### config.mk
export PLATFORM = sky130hd
export DESIGN_NAME = load_store_unit
export DESIGN_NICKNAME = d
export VERILOG_FILES = /design/src/rtl/lsu_pkg.sv /design/src/rtl/lsu_align.sv /design/src/rtl/load_store_unit.sv
export SDC_FILE = /design/constraint.sdc
export NUM_CORES = 1
export LEC_CHECK = 0
export ABC_AREA = 1
export BUFFER_PORTS_ARGS = -buffer_cell sky130_fd_sc_hd__buf_2
export CAP_MARGIN = 10
export CORE_MARGIN = 2
export CORE_UTILIZATION = 35
export DETAILED_ROUTE_END_ITERATION = 7
export GPL_TIMING_DRIVEN = 0
export SYNTH_ARGS = -nofsm -noshare
export SYNTH_HDL_FRONTEND = slang
export SYNTH_SLANG_ARGS = --single-unit
### constraint.sdc
create_clock -name clk -period 4.1 [get_ports clk]
set_clock_uncertainty 0.1 [all_clocks]
set_input_delay 0.205 -clock clk [delete_from_list [all_inputs] [get_ports clk]]
set_output_delay 0.205 -clock clk [all_outputs]
set_load 0.005 [all_outputs]
### src/rtl/lsu_pkg.sv
// Shared types and constants for the load/store unit.
// The FSM states, the funct3 access-size encodings and the byte-enable width
// live here so the top and the alignment helper agree on them.
package lsu_pkg;

    typedef enum logic [1:0] {
        IDLE = 2'd0,
        REQ  = 2'd1,
        WAIT = 2'd2
    } lsu_state_t;

    typedef enum logic [1:0] {
        SZ_B = 2'd0,
        SZ_H = 2'd1,
        SZ_W = 2'd2
    } lsu_size_t;

    localparam logic [2:0] F3_B  = 3'b000;
    localparam logic [2:0] F3_H  = 3'b001;
    localparam logic [2:0] F3_W  = 3'b010;
    localparam logic [2:0] F3_BU = 3'b100;
    localparam logic [2:0] F3_HU = 3'b101;

    localparam int BE_W = 4;

    // Unlisted funct3 codes (011/110/111) behave as a full word.
    function automatic lsu_size_t f3_size(input logic [2:0] f3);
        case (f3)
            F3_B, F3_BU: f3_size = SZ_B;
            F3_H, F3_HU: f3_size = SZ_H;
            default:     f3_size = SZ_W;
        endcase
    endfunction

    // Halfwords must sit on an even address, words on a multiple of four.
    function automatic logic is_misaligned(input logic [2:0] f3, input logic [1:0] a);
        case (f3_size(f3))
            SZ_H:    is_misaligned = a[0];
            SZ_W:    is_misaligned = (a != 2'b00);
            default: is_misaligned = 1'b0;
        endcase
    endfunction

endpackage

### src/rtl/lsu_align.sv
// Byte-lane steering for the load/store unit.
// Purely combinational: builds store byte enables and lane-replicated write data,
// and pulls the addressed byte/half out of a read word with sign or zero extension.
// Halfwords always use offset {a[1],0} and words offset 0, so a misaligned access
// that is not trapped simply lands on the enclosing aligned lanes.
module lsu_align
    import lsu_pkg::*;
#(
    parameter int XLEN = 32
) (
    input  logic [2:0]      funct3,
    input  logic [1:0]      offset,
    input  logic [XLEN-1:0] store_data,
    input  logic [XLEN-1:0] rdata,
    output logic [BE_W-1:0] be,
    output logic [XLEN-1:0] wdata,
    output logic [XLEN-1:0] load_data
);

    lsu_size_t  size;
    logic [1:0] lane;
    logic [7:0] ld_byte;
    logic [15:0] ld_half;

    // Select lanes from the access size, then steer store data and extract load data.
    always_comb begin
        size      = f3_size(funct3);
        lane      = 2'b00;
        be        = 4'b1111;
        wdata     = store_data;
        load_data = rdata;
        case (size)
            SZ_B: begin
                lane  = offset;
                be    = 4'b0001 << offset;
                wdata = {4{store_data[7:0]}};
            end
            SZ_H: begin
                lane  = {offset[1], 1'b0};
                be    = 4'b0011 << {offset[1], 1'b0};
                wdata = {2{store_data[15:0]}};
            end
            default: begin
                lane = 2'b00;
            end
        endcase
        ld_byte = rdata[{lane, 3'b000} +: 8];
        ld_half = rdata[{lane[1], 4'b0000} +: 16];
        case (size)
            SZ_B:    load_data = funct3[2] ? {{(XLEN-8){1'b0}}, ld_byte}
                                           : {{(XLEN-8){ld_byte[7]}}, ld_byte};
            SZ_H:    load_data = funct3[2] ? {{(XLEN-16){1'b0}}, ld_half}
                                           : {{(XLEN-16){ld_half[15]}}, ld_half};
            default: load_data = rdata;
        endcase
    end

endmodule

### src/rtl/load_store_unit.sv
// Memory stage after the RV32I ALU: one load or store at a time over a
// req/gnt/rvalid data-memory handshake, with extended load data to writeback.
// Optional feature: define MISALIGN_TRAP_EN to drop misaligned halfword/word
// accesses and pulse 'misalign' instead; undefined, misalign is tied low.
module load_store_unit
    import lsu_pkg::*;
#(
    parameter int XLEN = 32,
    parameter int RD_W = 5
) (
    input  logic            clk,
    input  logic            rst_n,
    input  logic            ex_valid,
    output logic            ex_ready,
    input  logic            ex_is_load,
    input  logic            ex_is_store,
    input  logic [2:0]      ex_funct3,
    input  logic [XLEN-1:0] alu_rslt,
    input  logic [XLEN-1:0] store_data,
    input  logic [RD_W-1:0] ex_rd,
    output logic            dmem_req,
    output logic            dmem_we,
    output logic [XLEN-1:0] dmem_addr,
    output logic [BE_W-1:0] dmem_be,
    output logic [XLEN-1:0] dmem_wdata,
    input  logic            dmem_gnt,
    input  logic            dmem_rvalid,
    input  logic [XLEN-1:0] dmem_rdata,
    output logic            wb_valid,
    output logic [RD_W-1:0] wb_rd,
    output logic [XLEN-1:0] wb_data,
    output logic            stall,
    output logic            misalign
);

    lsu_state_t      state, state_next;
    logic [2:0]      op_funct3;
    logic [XLEN-1:0] op_addr;
    logic [XLEN-1:0] op_data;
    logic [RD_W-1:0] op_rd;
    logic            op_is_load;
    logic            take;
    logic            trap;
    logic [BE_W-1:0] align_be;
    logic [XLEN-1:0] align_wdata;
    logic [XLEN-1:0] align_load;

    assign ex_ready = (state == IDLE);
    assign stall    = (state != IDLE);
    assign take     = ex_valid && ex_ready && (ex_is_load || ex_is_store);

`ifdef MISALIGN_TRAP_EN
    assign trap = take && is_misaligned(ex_funct3, alu_rslt[1:0]);
`else
    assign trap = 1'b0;
`endif

    lsu_align #(.XLEN(XLEN)) u_align (
        .funct3     (op_funct3),
        .offset     (op_addr[1:0]),
        .store_data (op_data),
        .rdata      (dmem_rdata),
        .be         (align_be),
        .wdata      (align_wdata),
        .load_data  (align_load)
    );

    // State register.
    always_ff @(posedge clk or negedge rst_n) begin
        if (!rst_n) begin
            state <= IDLE;
        end else begin
            state <= state_next;
        end
    end

    // Next state: accept -> request -> (loads only) wait for read data.
    always_comb begin
        state_next = state;
        case (state)
            IDLE: if (take && !trap) state_next = REQ;
            REQ:  if (dmem_gnt)      state_next = op_is_load ? WAIT : IDLE;
            WAIT: if (dmem_rvalid)   state_next = IDLE;
            default:                 state_next = IDLE;
        endcase
    end

    // Capture the accepted operation so the request stays stable until granted.
    always_ff @(posedge clk or negedge rst_n) begin
        if (!rst_n) begin
            op_funct3  <= '0;
            op_addr    <= '0;
            op_data    <= '0;
            op_rd      <= '0;
            op_is_load <= 1'b0;
        end else if (take) begin
            op_funct3  <= ex_funct3;
            op_addr    <= alu_rslt;
            op_data    <= store_data;
            op_rd      <= ex_rd;
            op_is_load <= ex_is_load;
        end
    end

    // Memory request outputs, driven only while a request is outstanding.
    always_comb begin
        dmem_req   = 1'b0;
        dmem_we    = 1'b0;
        dmem_addr  = '0;
        dmem_be    = '0;
        dmem_wdata = '0;
        if (state == REQ) begin
            dmem_req   = 1'b1;
            dmem_we    = !op_is_load;
            dmem_addr  = {op_addr[XLEN-1:2], 2'b00};
            dmem_be    = align_be;
            dmem_wdata = align_wdata;
        end
    end

    // Register the extended load result and pulse wb_valid for one cycle.
    always_ff @(posedge clk or negedge rst_n) begin
        if (!rst_n) begin
            wb_valid <= 1'b0;
            wb_rd    <= '0;
            wb_data  <= '0;
        end else begin
            wb_valid <= (state == WAIT) && dmem_rvalid;
            if ((state == WAIT) && dmem_rvalid) begin
                wb_rd   <= op_rd;
                wb_data <= align_load;
            end
        end
    end

`ifdef MISALIGN_TRAP_EN
    // One-cycle pulse after a dropped misaligned access.
    always_ff @(posedge clk or negedge rst_n) begin
        if (!rst_n) begin
            misalign <= 1'b0;
        end else begin
            misalign <= trap;
        end
    end
`else
    assign misalign = 1'b0;
`endif

endmodule

==> key figures, run 1 <==
Min path
  – Hold Path Class: primary input to register
  – Hold depth: 3
  – HP Start: dmem_rdata[17]
  – Worst Hold Path EP: wb_data[17]

Yosys
  – Post-synth EDFFs: 0
  – Top_reg_cell synth: dfrtp_1
  – Cell with the most instances after synthesis: nor2_1
  – Top post-synthesis cells by area: dfrtp_1 (49%), a21oi_1 (8.4%), nor2_1 (7.6%), inv_1 (5.9%), nand2_1 (5.7%)
  – Post-Syn Area per Cell: 8.407 sq um
  – Syn. warnings: 0
  – Top cell type's share of synthesized area: 49.17%
  – Post-synth top cells: nor2_1 (116), dfrtp_1 (113), a21oi_1 (96)
  – Flops & latches, synth: 113
  – Synth Instances: 684
  – Cell area after synthesis: 5751 sq um
  – Seq/Total Area, Yosys: 49.17%
  – Asr flop ratio synth: 100.0%
  – Synth area leader: dfrtp_1
  – Yosys cell types: 37

STA
  – Worst hold slack: 0.01853 ns
  – Fin crit period: 2.277 ns
  – Final WS setup: 1.823 ns
  – Crit share post-route: 55.55%
  – Fin. max-slew vios: 0
  – Total negative slack: 0 ns
  – Slew headroom: 54.15%
  – Count of final setup violators: 0
  – RSZ-0062 raised after global routing: false
  – Max frequency: 439.1 MHz
  – Slew @ Worst Pin: 0.6877 ns
  – Final Hold Viols: 0

Route
  – Drc violations: 0
  – Pre-Repair DR Iteration Count: 4
  – Antenna-violating nets left: 0
  – Vias per cell: 4.716
  – Initial DRC Count: 335
  – Per-cell routed wire length: 15.25 microns
  – Post-Route WL: 18.72 mm
  – Vias: 5786

CTS
  – CTS Sinks: 113
  – Worst skew pair latency: 0.42 ns
  – Htree depth: 4
  – Worst-case clock buffer depth: 2
  – CTS buffer count: 17
  – TritonCTS clock tree: yes
  – Reg clk slew, reported paths: 0.06 ns
  – Root buffer selected by CTS: clkbuf_16

Finish
  – Final Instance Count excl. Fillers: 1227
  – Share of post-route cells with drive strength above 1: 34.03%
  – Fillers: 1556
  – Antenna cell count: 0
  – Post-Layout Inst Area: 8514 sq um
  – Area growth syn-to-layout: 48.06%
  – Final Util: 53.21%
  – Nets@finish: 1110

Pwr
  – Static Leak: 4.562 nW
  – Sequential power share: 30.5%
  – Pwr Density: 751.0 nW/um^2
  – Net Sw Frac: 39.25%
  – Clock share of power: 24.1%
  – Logic pwr share: 45.4%
  – Design Power: 6.394 mW
  – Switch Pwr: 2.510 mW
  – Peak supply drop: 374.2 uV
  – Int Pwr: 3.885 mW

Critical path
  – Largest delay share family, worst path: buffers and inverters
  – Crit-path slowest cell: dfrtp_1
  – WP data required: 3.80 ns
  – Reg2reg path depth: 5
  – CP Cell Sequence: buf_6 > inv_8 > buf_2 > buf_2 > nor2_1 > nor3_1 > buf_2
  – Critical Path Max Stage Delay: 0.37 ns
  – Flop-to-flop setup slack: 2.42 ns
  – CP dominant cell by count: buf_2
  – Worst-path fanout max: 10
  – CP Capture Type: output port
  – CP bufs+invs: 5
  – Critical Path Start Type: register
  – Reg2reg end: op_is_load
  – RR Startpoint: state[0]
  – Critical path arrival: 1.97 ns
  – CP Class: register to output port

Placement
  – GP Congestion: 0.8435
  – Pre-CTS WS: 2.244 ns
  – Area post-placement: 7153 sq um
  – Final HPWL DP: 13.44 mm
  – DP Cell Count: 1121
  – # port buffers: 218

Global routing
  – Overflow after GRT: 0
  – Initial antenna violation count: 0
  – Vias in the first global route: 5784
  – Largest net degree at the start of global routing: 58
  – GR Util All Layers: 21.67%
  – First-pass GRT wire length: 29.88 mm

Job
  – Maxcap violations: 0

Floorplan
  – Number of placed I/O pins: 222
  – Die Y-Extent: 132.2 microns
  – Starting density of the core: 35.94%
  – Rows: 46
  – Horiz. Die Dim: 132.2 microns
  – Die Area: 17470 sq um
  – CORE AREA: 16000 sq um

Run status
  – Run status: complete, no violations
==> worst max path at each step <==
stage / from / endpoint / slack [ns] / depth (start not counted)
after floorplan: op_funct3[1] / dmem_wdata[15] / 2.65 / 6
after global placement: rst_n / op_addr[12] / 1.22 / 1
after detailed placement: op_funct3[1] / dmem_wdata[17] / 2.24 / 6
after CTS: op_funct3[1] / dmem_wdata[17] / 1.78 / 6
after global routing: op_funct3[1] / dmem_wdata[17] / 1.67 / 6
final: op_funct3[1] / dmem_wdata[15] / 1.82 / 7
==> area by class of cell <==
type                            instances  area [sq um]  area share (%)
Multi-Input combinational cell        437          2344           27.52
Clock inverter                         12         157.7           1.852
Tap cell                              216         270.3           3.174
Buffer                                 41         220.2           2.586
Sequential cell                       113          2828           33.21
Inverter                               95         366.6           4.306
Clock buffer                           19         452.9           5.320
Timing Repair Buffer                  294          1876           22.03
==> layer usage <==
layer | wire (microns) | vias up | part of all wire (%) | global-route usage, %
met5 | 0 | - | 0 | 0
met4 | 281 | 0 | 1.5 | 6.332
met3 | 1322 | 29 | 7.1 | 6.459
met2 | 8999 | 222 | 48 | 36.02
met1 | 8112 | 2724 | 43 | 27.37
li1 | - | 2811 | - | -
==> layout by cell type, fill, tap and decap left out, types with 8 or more instances in the layout <==
cell type	count
buf_2	232
nor2_1	116
dfrtp_1	113
a21oi_1	96
inv_1	91
nand2_1	87
dlygate4sd3_1	75
o21ai_0	28
mux2_2	24
clkbuf_16	17
nand3_1	16
or2_2	16
clkbuf_1	11
a21oi_4	10
o22ai_1	8
a31oi_1	8
==> kinds of logic after synthesis <==
group | share of synthesized area [%]
multiplexers | 4.700
AO/OA/AOI/OAI | 16.12
other | 0.06521
buffers and inverters | 10.20
flip-flops | 49.17
AND/OR/NAND/NOR | 19.73
==> power groups by stage <==
stage | logic [mW] | registers, mW | clock network, mW
finish | 2.91 | 1.95 | 1.54
global route | 3.25 | 2.02 | 1.62
CTS | 2.92 | 1.95 | 1.57
detailed placement | 2.85 | 1.96 | 0
global placement | 2.81 | 1.95 | 0
floorplan | 1.77 | 1.92 | 0
==> sequential cells by signal, indices dropped and copies added (netlist names) <==
| register | flops |
|---|---|
| op_is_load | 1 |
| state | 2 |
| wb_rd | 5 |
| wb_data | 32 |
| op_addr | 32 |
| op_rd | 5 |
| wb_valid | 1 |
| op_data | 32 |
| op_funct3 | 3 |
==> worst min-delay path, stage by stage <==
cell     delay (ns)
buf_2          0.10
a21oi_1        0.06
a21oi_1        0.13
==> timing repair <==
item	in CTS	in global routing
hold endpoints to repair	130	0
setup buffers	0	0
hold buffers	75	0
gates resized for setup	0	0
(Power assumes the default switching activity.)
==> run 2, diff against run 1 <==
- clock period: 4.1 -> 1.9 ns (I/O delays scaled with it)
==> key figures, run 2 (synthesis results as in run 1) <==
Run status
  – Run status: complete, no violations

Global routing
  – Vias in the first global route: 5958 (+3.0%)
  – Largest net degree at the start of global routing: 58 (unchanged)
  – First-pass GRT wire length: 30.76 mm (+2.9%)
  – Initial antenna violation count: 0 (unchanged)
  – GR Util All Layers: 22.22% (+0.55 points)
  – Overflow after GRT: 0 (unchanged)

Route
  – Initial DRC Count: 322 (-3.9%)
  – Antenna-violating nets left: 0 (unchanged)
  – Post-Route WL: 19.41 mm (+3.7%)
  – Vias per cell: 4.694 (-0.45%)
  – Vias: 5943 (+2.7%)
  – Pre-Repair DR Iteration Count: 4 (unchanged)
  – Drc violations: 0 (unchanged)
  – Per-cell routed wire length: 15.33 microns (+0.50%)

CTS
  – Worst skew pair latency: 0.42 ns (about the same)
  – Reg clk slew, reported paths: 0.06 ns (about the same)
  – Root buffer selected by CTS: clkbuf_16
  – CTS buffer count: 17 (unchanged)
  – Htree depth: 4 (unchanged)
  – Worst-case clock buffer depth: 2 (unchanged)
  – CTS Sinks: 113 (unchanged)
  – TritonCTS clock tree: yes

Critical path
  – Critical path arrival: 1.64 ns (-0.33 ns)
  – RR Startpoint: state[1]
  – Crit-path slowest cell: dfrtp_1
  – Largest delay share family, worst path: buffers and inverters
  – WP data required: 1.70 ns (-2.10 ns)
  – Worst Setup EP: dmem_wdata[15]
  – CP Depth: 7 (unchanged)
  – CP bufs+invs: 5 (unchanged)
  – CP dominant cell by count: buf_8
  – CP Capture Type: output port
  – Critical Path Start Type: register
  – Crit path from: op_funct3[1]
  – Critical Path Max Stage Delay: 0.38 ns (about the same)
  – CP Class: register to output port
  – Flop-to-flop setup slack: 0.14 ns (-2.28 ns)
  – CP Cell Sequence: buf_8 > clkinv_8 > buf_12 > buf_8 > nor2_1 > nor3_2 > buf_2
  – Worst-path fanout max: 5 (-5)
  – Reg2reg end: op_is_load
  – Reg2reg path depth: 6 (+1)

Finish
  – Nets@finish: 1149 (+3.5%)
  – Antenna cell count: 0 (unchanged)
  – Share of post-route cells with drive strength above 1: 35.43% (+1.4 points)
  – Most frequent cells in the layout: buf_2 (230), nor2_1 (115), dfrtp_1 (112)
  – Fillers: 1495 (-3.9%)
  – Largest regs: op_addr: 32 flops, op_data: 32 flops, wb_data: 32 flops
  – Commonest non-fill, non-tap cell in the layout: buf_2
  – Area growth syn-to-layout: 58.16%

Placement
  – Final HPWL DP: 13.44 mm (unchanged)
  – GP Congestion: 0.8435 (unchanged)
  – # port buffers: 218 (unchanged)

Floorplan
  – Die Y-Extent: 132.2 microns (unchanged)
  – Horiz. Die Dim: 132.2 microns (unchanged)
  – Starting density of the core: 35.94% (unchanged)
  – Die Area: 17470 sq um (unchanged)
  – Rows: 46 (unchanged)
  – Number of placed I/O pins: 222 (unchanged)
  – CORE AREA: 16000 sq um (unchanged)

Pwr
  – Peak supply drop: 807.9 uV (+120%)
  – Design Power: 14.49 mW (+130%)
  – Pwr Density: 1593 nW/um^2 (+110%)
  – Static Leak: 4.775 nW (+4.7%)

STA
  – Fin. max-slew vios: 0 (unchanged)
  – Slew headroom: 53.74% (-0.41 points)
  – Final Hold Viols: 0 (unchanged)
  – Fin crit period: 1.839 ns
  – Slew @ Worst Pin: 0.6938 ns (+0.006118 ns)
  – Max frequency: 543.9 MHz
  – Worst hold slack: 0.1023 ns (+0.08381 ns)
  – Crit share post-route: 96.77%
  – Total negative slack: 0 ns (unchanged)
  – Count of final setup violators: 0 (unchanged)

Min path
  – Hold Path Class: primary input to async pin

Job
  – Maxcap violations: 0 (unchanged)
[run 2: cell types whose count changed in the layout (fill, tap and decap cells not counted), moves of 4 or more]
cell           change
buf_1              -4
buf_12             +4
dlygate4sd3_1     +33
inv_1              -4
o21ai_0            -8
o21ai_2            +6
[run 2: repair_timing]
action                     in CTS  in global routing
buffers inserted                1                  5
pin swaps                       0                  1
gates cloned                    0                  1
hold buffers                  108                  0
setup endpoints to repair      67                 37
resized for setup              27                 30
hold endpoints to repair      169                  0
[run 2: worst min-delay path by stage]
| stage | endpoint | depth (start not counted) | slack [ns] | startpoint |
|---|---|---|---|---|
| global placement | op_data[20] | 2 | 0.23 | store_data[20] |
| global route | wb_data[17] | 2 | 0.15 | rst_n |
| CTS | wb_data[17] | 2 | 0.12 | rst_n |
| detailed placement | wb_data[17] | 1 | -0.006 | rst_n |
| finish | wb_data[17] | 2 | 0.10 | rst_n |
| floorplan | op_addr[0] | 0 | -0.30 | rst_n |
[run 2: cell type report]
class	instances	area [sq um]	area share, %
plain buffers	40	281.5	3.095
clock buffers	19	452.9	4.980
clock inverters	12	157.7	1.733
inverters	95	387.9	4.265
multi-input cells	437	2415	26.55
flip-flops and latches	113	2829	31.10
well taps	216	270.3	2.972
repair buffers	334	2301	25.30
[run 2: per-stage QoR]
stage	setup WS [ns]	utilization (%)	instances	cell area, sq um
after floorplan	0.4554	-	686	5758
after global placement	-0.8694	44.49	1120	7119
after detailed placement	0.1543	44.71	1121	7153
after CTS	-0.02005	55.65	1260	8904
after global routing	-0.00004619	56.84	1266	9095
final	0.06138	56.84	1266	9095
[run 2: layer usage]
layer	up-vias	wire, microns	GRT usage (%)
li1	2886	-	-
met1	2816	8303	27.76
met2	213	9464	37.56
met3	28	1333	6.382
met4	0	306	6.332
met5	-	0	0
[run 2: power breakdown]
| part | internal [mW] | switching, mW |
|---|---|---|
| registers | 3.63 | 0.623 |
| clock network | 2.13 | 1.20 |
| logic | 3.06 | 3.85 |
| total | 8.82 | 5.67 |
